[config.mk]
export PLATFORM = sky130hd
export DESIGN_NAME = pc_sequencer
export DESIGN_NICKNAME = d
export VERILOG_FILES = /design/src/rtl/pc_sequencer.sv
export SDC_FILE = /design/constraint.sdc
export NUM_CORES = 1
export LEC_CHECK = 0
export CORE_MARGIN = 3
export CORE_UTILIZATION = 40
export DETAILED_ROUTE_END_ITERATION = 10
export PLACE_DENSITY = 0.82
export SKIP_CTS_REPAIR_TIMING = 1
export SYNTH_ARGS = -nofsm -noshare
export SYNTH_HDL_FRONTEND = slang
export SYNTH_SLANG_ARGS = --single-unit
[constraint.sdc]
create_clock -name clk -period 2.5 [get_ports clk]
set_input_delay 0.25 -clock clk [delete_from_list [all_inputs] [get_ports clk]]
set_output_delay 0.25 -clock clk [all_outputs]
set_load 0.01 [all_outputs]
[src/rtl/pc_sequencer.sv]
// rtl/pc_sequencer.sv - RV32 PC register and fetch sequencer (optional PC_MISALIGN_TRAP_EN)
module pc_sequencer #(
  parameter int              XLEN         = 32,
  parameter logic [XLEN-1:0] RESET_VECTOR = 32'h0000_0000,
  parameter logic [XLEN-1:0] TRAP_VECTOR  = 32'h0000_0100
) (
  input  logic            clk,
  input  logic            rst,
  input  logic            stall,
  input  logic            redirect_valid,
  input  logic [XLEN-1:0] redirect_target,
  input  logic            trap_req,
  input  logic            halt_req,
  output logic            imem_req,
  output logic [XLEN-1:0] imem_addr,
  input  logic            imem_ack,
  output logic            fetch_valid,
  output logic [XLEN-1:0] fetch_pc,
  output logic            halted,
  output logic            misalign_err
);

  typedef enum logic [1:0] {
    ST_BOOT   = 2'd0,
    ST_FETCH  = 2'd1,
    ST_HALTED = 2'd2
  } state_t;

  state_t          state, state_next;
  logic [XLEN-1:0] pc, pc_next;
  logic            accept;
  logic            misalign_next;
  logic [XLEN-1:0] pc_plus4;
  logic [XLEN-1:0] redirect_pc;
  logic            redirect_misaligned;

  assign pc_plus4    = pc + XLEN'(4);
  assign imem_addr   = pc;
  assign halted      = (state == ST_HALTED);

  // Requests only go out on a clean fetch cycle, so a redirect/trap never produces a wrong-path fetch
  assign imem_req = (state == ST_FETCH) && !stall && !redirect_valid && !trap_req;
  assign accept   = imem_req && imem_ack;

`ifdef PC_MISALIGN_TRAP_EN
  assign redirect_misaligned = (redirect_target[1:0] != 2'b00);
  assign redirect_pc         = redirect_misaligned ? TRAP_VECTOR : redirect_target;
`else
  assign redirect_misaligned = 1'b0;
  assign redirect_pc         = {redirect_target[XLEN-1:2], 2'b00};
`endif

  // Next state and next PC: trap beats redirect beats sequential accept; stall only blocks accept
  always_comb begin
    state_next    = state;
    pc_next       = pc;
    misalign_next = 1'b0;
    case (state)
      ST_BOOT: begin
        state_next = ST_FETCH;
      end
      ST_FETCH: begin
        if (trap_req) begin
          pc_next = TRAP_VECTOR;
        end else begin
          if (redirect_valid) begin
            pc_next       = redirect_pc;
            misalign_next = redirect_misaligned;
          end else if (accept) begin
            pc_next = pc_plus4;
          end
          if (halt_req) state_next = ST_HALTED;
        end
      end
      ST_HALTED: begin
        if (trap_req) begin
          pc_next    = TRAP_VECTOR;
          state_next = ST_FETCH;
        end
      end
      default: begin
        state_next = ST_BOOT;
        pc_next    = RESET_VECTOR;
      end
    endcase
  end

  // State, PC and registered fetch outputs; reset discards any in-flight ack
  always_ff @(posedge clk or posedge rst) begin
    if (rst) begin
      state        <= ST_BOOT;
      pc           <= RESET_VECTOR;
      fetch_valid  <= 1'b0;
      fetch_pc     <= RESET_VECTOR;
      misalign_err <= 1'b0;
    end else begin
      state        <= state_next;
      pc           <= pc_next;
      fetch_valid  <= accept;
      misalign_err <= misalign_next;
      if (accept) fetch_pc <= pc;
    end
  end

endmodule

After elaboration in Yosys (flattened, before gate mapping)
Index checks and enable logic that the tools add are counted.
{"block": "word_totals", "register_bits": 67, "elab_cells": 31, "rom_bits": 0, "out_inout_bits": 68, "latch_bits": 0, "ramBits": 0, "inputBits": 39, "memories": 0}
{"block": "op_classes", "bitwise_logic": 1, "eq_ne": 6, "muxes": 9, "n_lt_le_gt_ge": 0, "multipliers": 0, "div": 0, "reduce_logical": 10, "shift": 0, "add_sub_neg": 1}
{"operator": "$mux 32", "count": 4}
{"operator": "$pmux 32 s3", "count": 1}
{"operator": "$add 32x3->32 const B", "count": 1}
{"operator": "$mux 2", "count": 3}
{"operator": "$ne 2x2->1 const B", "count": 3}
{"operator": "$pmux 2 s3", "count": 1}
{"operator": "$reduce_and 3->1", "count": 2}
{"operator": "$logic_and 1x1->1", "count": 4}
{"operator": "$ne 4x4->1 const B", "count": 1}
{"operator": "$logic_not 1->1", "count": 3}
{"operator": "$eq 2x1->1 const B", "count": 1}
{"operator": "$eq 2x2->1 const B", "count": 1}
{"operator": "$logic_not 2->1", "count": 1}
{"operator": "$not 1->1", "count": 1}

Depth between registers and ports, before layout
Gate-level depths: netlist of run 1.
{"block": "depth", "ltp_word": 9, "depth_mapped": 8, "depth_no_buf": 7}

Least setup slack after synthesis of run 1
OpenSTA, ideal clock, no wires.
{"block": "synth_timing", "path_type": "register to register", "start": "reg state[0]", "end": "reg pc[18], in the netlist imem_addr[18]", "synth_period_minus_slack_ns": 2.139, "required_ns": 2.431, "stages_incl_launch_ff": 7, "n_path_buf": 0, "arrival_ns": 2.070, "setup_ns": 0.069, "setup_slack_ns": 0.361, "path_cell_list": "dfrtp_1 > inv_1 > ha_1 > nor3b_1 > nand4_1 > or4b_2 > nand3_1"}
{"block": "synth_via", "elab_cells_between_ends": 12, "cone_classes": "eq/ne (4); mux (1); bitwise (1); reduce/logical (6)"}
{"element": "start, declared", "line_no": "29", "text": "state_t state, state_next;"}
{"element": "start signal, assigned", "line_no": "97", "text": "state <= state_next;"}
{"element": "$eq 2x2->1 *"}
{"element": "via halted", "line_no": "19", "text": "output logic halted,"}
{"element": "$ne 2x2->1 (no source line)"}
{"element": "$reduce_and 3->1 (no source line)"}
{"element": "end signal, assigned", "line_no": "98", "text": "pc <= pc_next;"}
{"element": "end, declared", "line_no": "30", "text": "logic [XLEN-1:0] pc, pc_next;"}
Mark *: on every way through the listed nets, which the timed path passes. The rest lies on a longest branch.
A chain may end at the register's enable or synchronous reset.

Final worst setup path of run 1
{"block": "layout_timing", "start": "reg state[1]", "end": "out imem_req"}
{"block": "layout_via", "elab_chain_len": 4}
{"element": "$eq 2x1->1", "line_no": "42", "text": "assign imem_req = (state == ST_FETCH) && !stall && !redirect_valid && !trap_req;"}
{"element": "$logic_and 1x1->1 (3 in a row)", "line_no": "42"}
{"element": "end, declared", "line_no": "14", "text": "output logic imem_req,"}
Every way passes these cells.

==> impl_metrics.ini, run 1 <==
[status]
status = complete, no violations

[layout]
area_delta_synth_final_pct = 41.57
instances_no_fill = 565
antenna_cells = 0
fin_nets = 503
num-fill-cells = 691
layout-drive-gt1-share_pct = 15.12

[yosys]
synth_edf_count = 0
synth_top_family_by_area = simple AND/OR/NAND/NOR gates
synthArstFlopShare_pct = 100.0
synth_xor_area_share_pct = 0.2582
syn_area_per_cell_um2 = 9.691
synth-adder-area-share_pct = 2.213
ys_seq_area_share_pct = 46.48
synthSimpleGateAreaFrac_pct = 20.36
yosysTopAreaCell = dfrtp_1
netlist_top_cells_area = dfrtp_1 (46%), mux2_2 (8.6%), o21ai_0 (5.3%)
synthFlopType = dfrtp_1
syn_area_mm2 = 0.003392
ys_ff_latch = 63
netlist_instances = 350
synth_top_cell_area_share_pct = 46.48
synth_mux_area_share_pct = 9.222
ys_warn_count = 0
ys_types = 50
synth-compound-area-share_pct = 17.00

[cts]
clk_pin_slew_ps = 70
clock-sinks = 63
insertion_delay_ps = 340
cts_inserted_buffers = 9
root_buffer = clkbuf_8
cts_buffer_depth = 2
h-tree-depth = 3
cts_tree = done

[pwr]
p_total_mw = 3.373
power_density_mw_per_mm2 = 702.3
ir_drop_mv = 0.4125
leakage_nw = 2.042

[placement]
place_inst = 549
dp_hpwl_mm = 6.917
gp_congestion = 0.9238
place.port_buffers = 99
pre_cts_slack_ps = 192.4

[die]
die_area_mm2 = 0.009621
die-height_um = 98.09
core-area_mm2 = 0.007968
row_count = 32
start_util_pct = 42.57
dieWidth_um = 98.09
ios = 107

[global_routing]
grt_pass1_vias = 3092
grt_antenna_before_repair = 0
grt_pass1_wl_mm = 15.65
grtUsageTotal_pct = 20.02
gr-total-overflow = 0
grt_max_degree = 64

[sta]
setup_violations = 0
finalHoldViolations = 0
period_share_pct = 94.34
setup_slack_ps = 141.6
clock.fmax_ghz = 0.4240
slew_viol_final = 0
clock_skew_ps = 9.781
fin_crit_ps = 2358
fin_tns_setup_ps = 0
slew_headroom_pct = 66.88
worstMarginPinSlew_ps = 493.0

[setup_path]
max_stage_delay_ps = 540
slowest_stage = clkdlybuf4s50_1
criticalPathCategory = flip-flop to output port
required_ps = 2250
crit_chain = inv_1 -> ha_1 -> nor2b_4 -> nand2_1 -> nor2_1 -> clkdlybuf4s50_1
arrival_ps = 2110
crit_buf_inv = 2
start_kind = flip-flop
end_kind = output port
cp_max_fo = 6
crit_family = buffers and inverters

[routing]
routed_wirelength_mm = 9.471
drt-pass1-iter-count = 5
routedWlPerCell_um = 16.76
final_antenna_net_count = 0
vias_per_cell = 5.552
drc = 0
vias = 3137
drtIter0Drc = 163

[worst_hold_path]
holdCritPathClass = primary input to asynchronous set/reset pin

[run]
cap_violations = 0
==> per-stage QoR <==
| step | util (%) | hold WS (ps) | cell area, um2 |
|---|---|---|---|
| final | 60.27 | 306.1 | 4802 |
| after global routing | 60.27 | 328.9 | 4802 |
| after CTS | 60.11 | 317.0 | 4790 |
| after detailed placement | 57.22 | 486.9 | 4559 |
| after global placement | 57.22 | 460.7 | 4559 |
| after floorplan | - | 365.7 | 3407 |
==> Yosys cell counts (3+ instances only) <==
master    count
nand3_1      12
dfrtp_1      63
and2_1        3
buf_2         3
mux2_2       26
o311ai_0      6
nand2_1      48
buf_4         5
o21ai_0      36
nor2b_1       3
inv_1         9
nor3_1       11
ha_1          6
and4_1        5
nand2b_1      3
nor2_1       14
nand4_1       9
a31oi_1       7
a21oi_1      12
a41oi_1       4
clkbuf_1     15
o211ai_1     11
and3_1        4
==> sequential cells by signal, indices dropped and copies added, names as in the netlist <==
name / flops
fetch_pc: 30
fetch_valid: 1
state: 2
imem_addr: 30
==> worst reg2reg max path: cells and delay by family, from the launching register on <==
| family | cells | cell delay, ps |
|---|---|---|
| DFF | 1 | 470 |
| and+or+nand+nor | 4 | 1280 |
| adders and majority gates | 1 | 300 |
| AOI/OAI and AO/OA | 1 | 110 |
==> worst paths after layout <==
kind | slack [ps] | depth (start not counted) | to | from
max in group asynchronous | 1930 | 3 | fetch_pc[30] | rst
hold / removal | 310 | 3 | fetch_pc[14] | rst
setup reg to reg | 260 | 6 | imem_addr[28] | imem_addr[2]
min in group clk | 470 | 3 | imem_addr[18] | redirect_target[18]
setup / recovery | 140 | 6 | imem_req | state[1]
hold reg to reg | 500 | 2 | fetch_pc[7] | fetch_pc[7]
==> routing by layer <==
metal | vias to the layer above | track usage [%] | wire (um)
li1 | 1499 | - | -
met1 | 1513 | 26.56 | 4112
met2 | 116 | 32.93 | 4667
met3 | 9 | 4.929 | 619
met4 | 0 | 5.112 | 72
met5 | - | 0 | 0
==> cells by family after synthesis <==
family | after synthesis
AOI/OAI and AO/OA | 91
muxes | 28
other | 1
buffers and inverters | 33
adders and majority gates | 6
DFF | 63
and+or+nand+nor | 127
xor gates and xnor gates | 1
==> layout by cell type (no fill, tap or decap), types with 7 or more instances in the layout <==
master and n:
a31oi_1 7, a21oi_1 12, buf_4 17, clkbuf_8 10, clkdlybuf4s50_1 99, mux2_2 26, nor2_1 14, o211ai_1 11
dfrtp_1 63, nor3_1 11, o21ai_0 36, nand2_1 48, nand4_1 9, inv_1 8, nand3_1 12
==> power by group <==
part	switching, mW	internal [mW]	leakage [nW]	total [mW]
Combinational	0.514	0.529	1.06	1.04
Sequential	0.157	1.15	0.871	1.30
Clock	0.432	0.594	0.109	1.03
Total	1.10	2.27	2.04	3.37
==> cell type report <==
| type | instances | area [um2] | area share, % |
|---|---|---|---|
| multi-input cells | 258 | 1695 | 35.30 |
| flip-flops and latches | 63 | 1577 | 32.83 |
| repair buffers | 117 | 1139 | 23.71 |
| clock buffers | 10 | 137.6 | 2.866 |
| well taps | 102 | 127.6 | 2.658 |
| clock inverters | 6 | 92.59 | 1.928 |
| inverters | 9 | 33.78 | 0.7035 |
(Power assumes the default switching activity.)
==> run 2, diff against run 1 <==
--- a/config.mk
+++ b/config.mk
@@ -7,6 +7,7 @@
 export LEC_CHECK = 0
 export CORE_MARGIN = 3
 export CORE_UTILIZATION = 40
+export CTS_CLUSTER_DIAMETER = 40
 export DETAILED_ROUTE_END_ITERATION = 10
 export PLACE_DENSITY = 0.82
 export SKIP_CTS_REPAIR_TIMING = 1
==> results of run 2 <==
Final layout, timing and power as in run 1 (identical DEF).
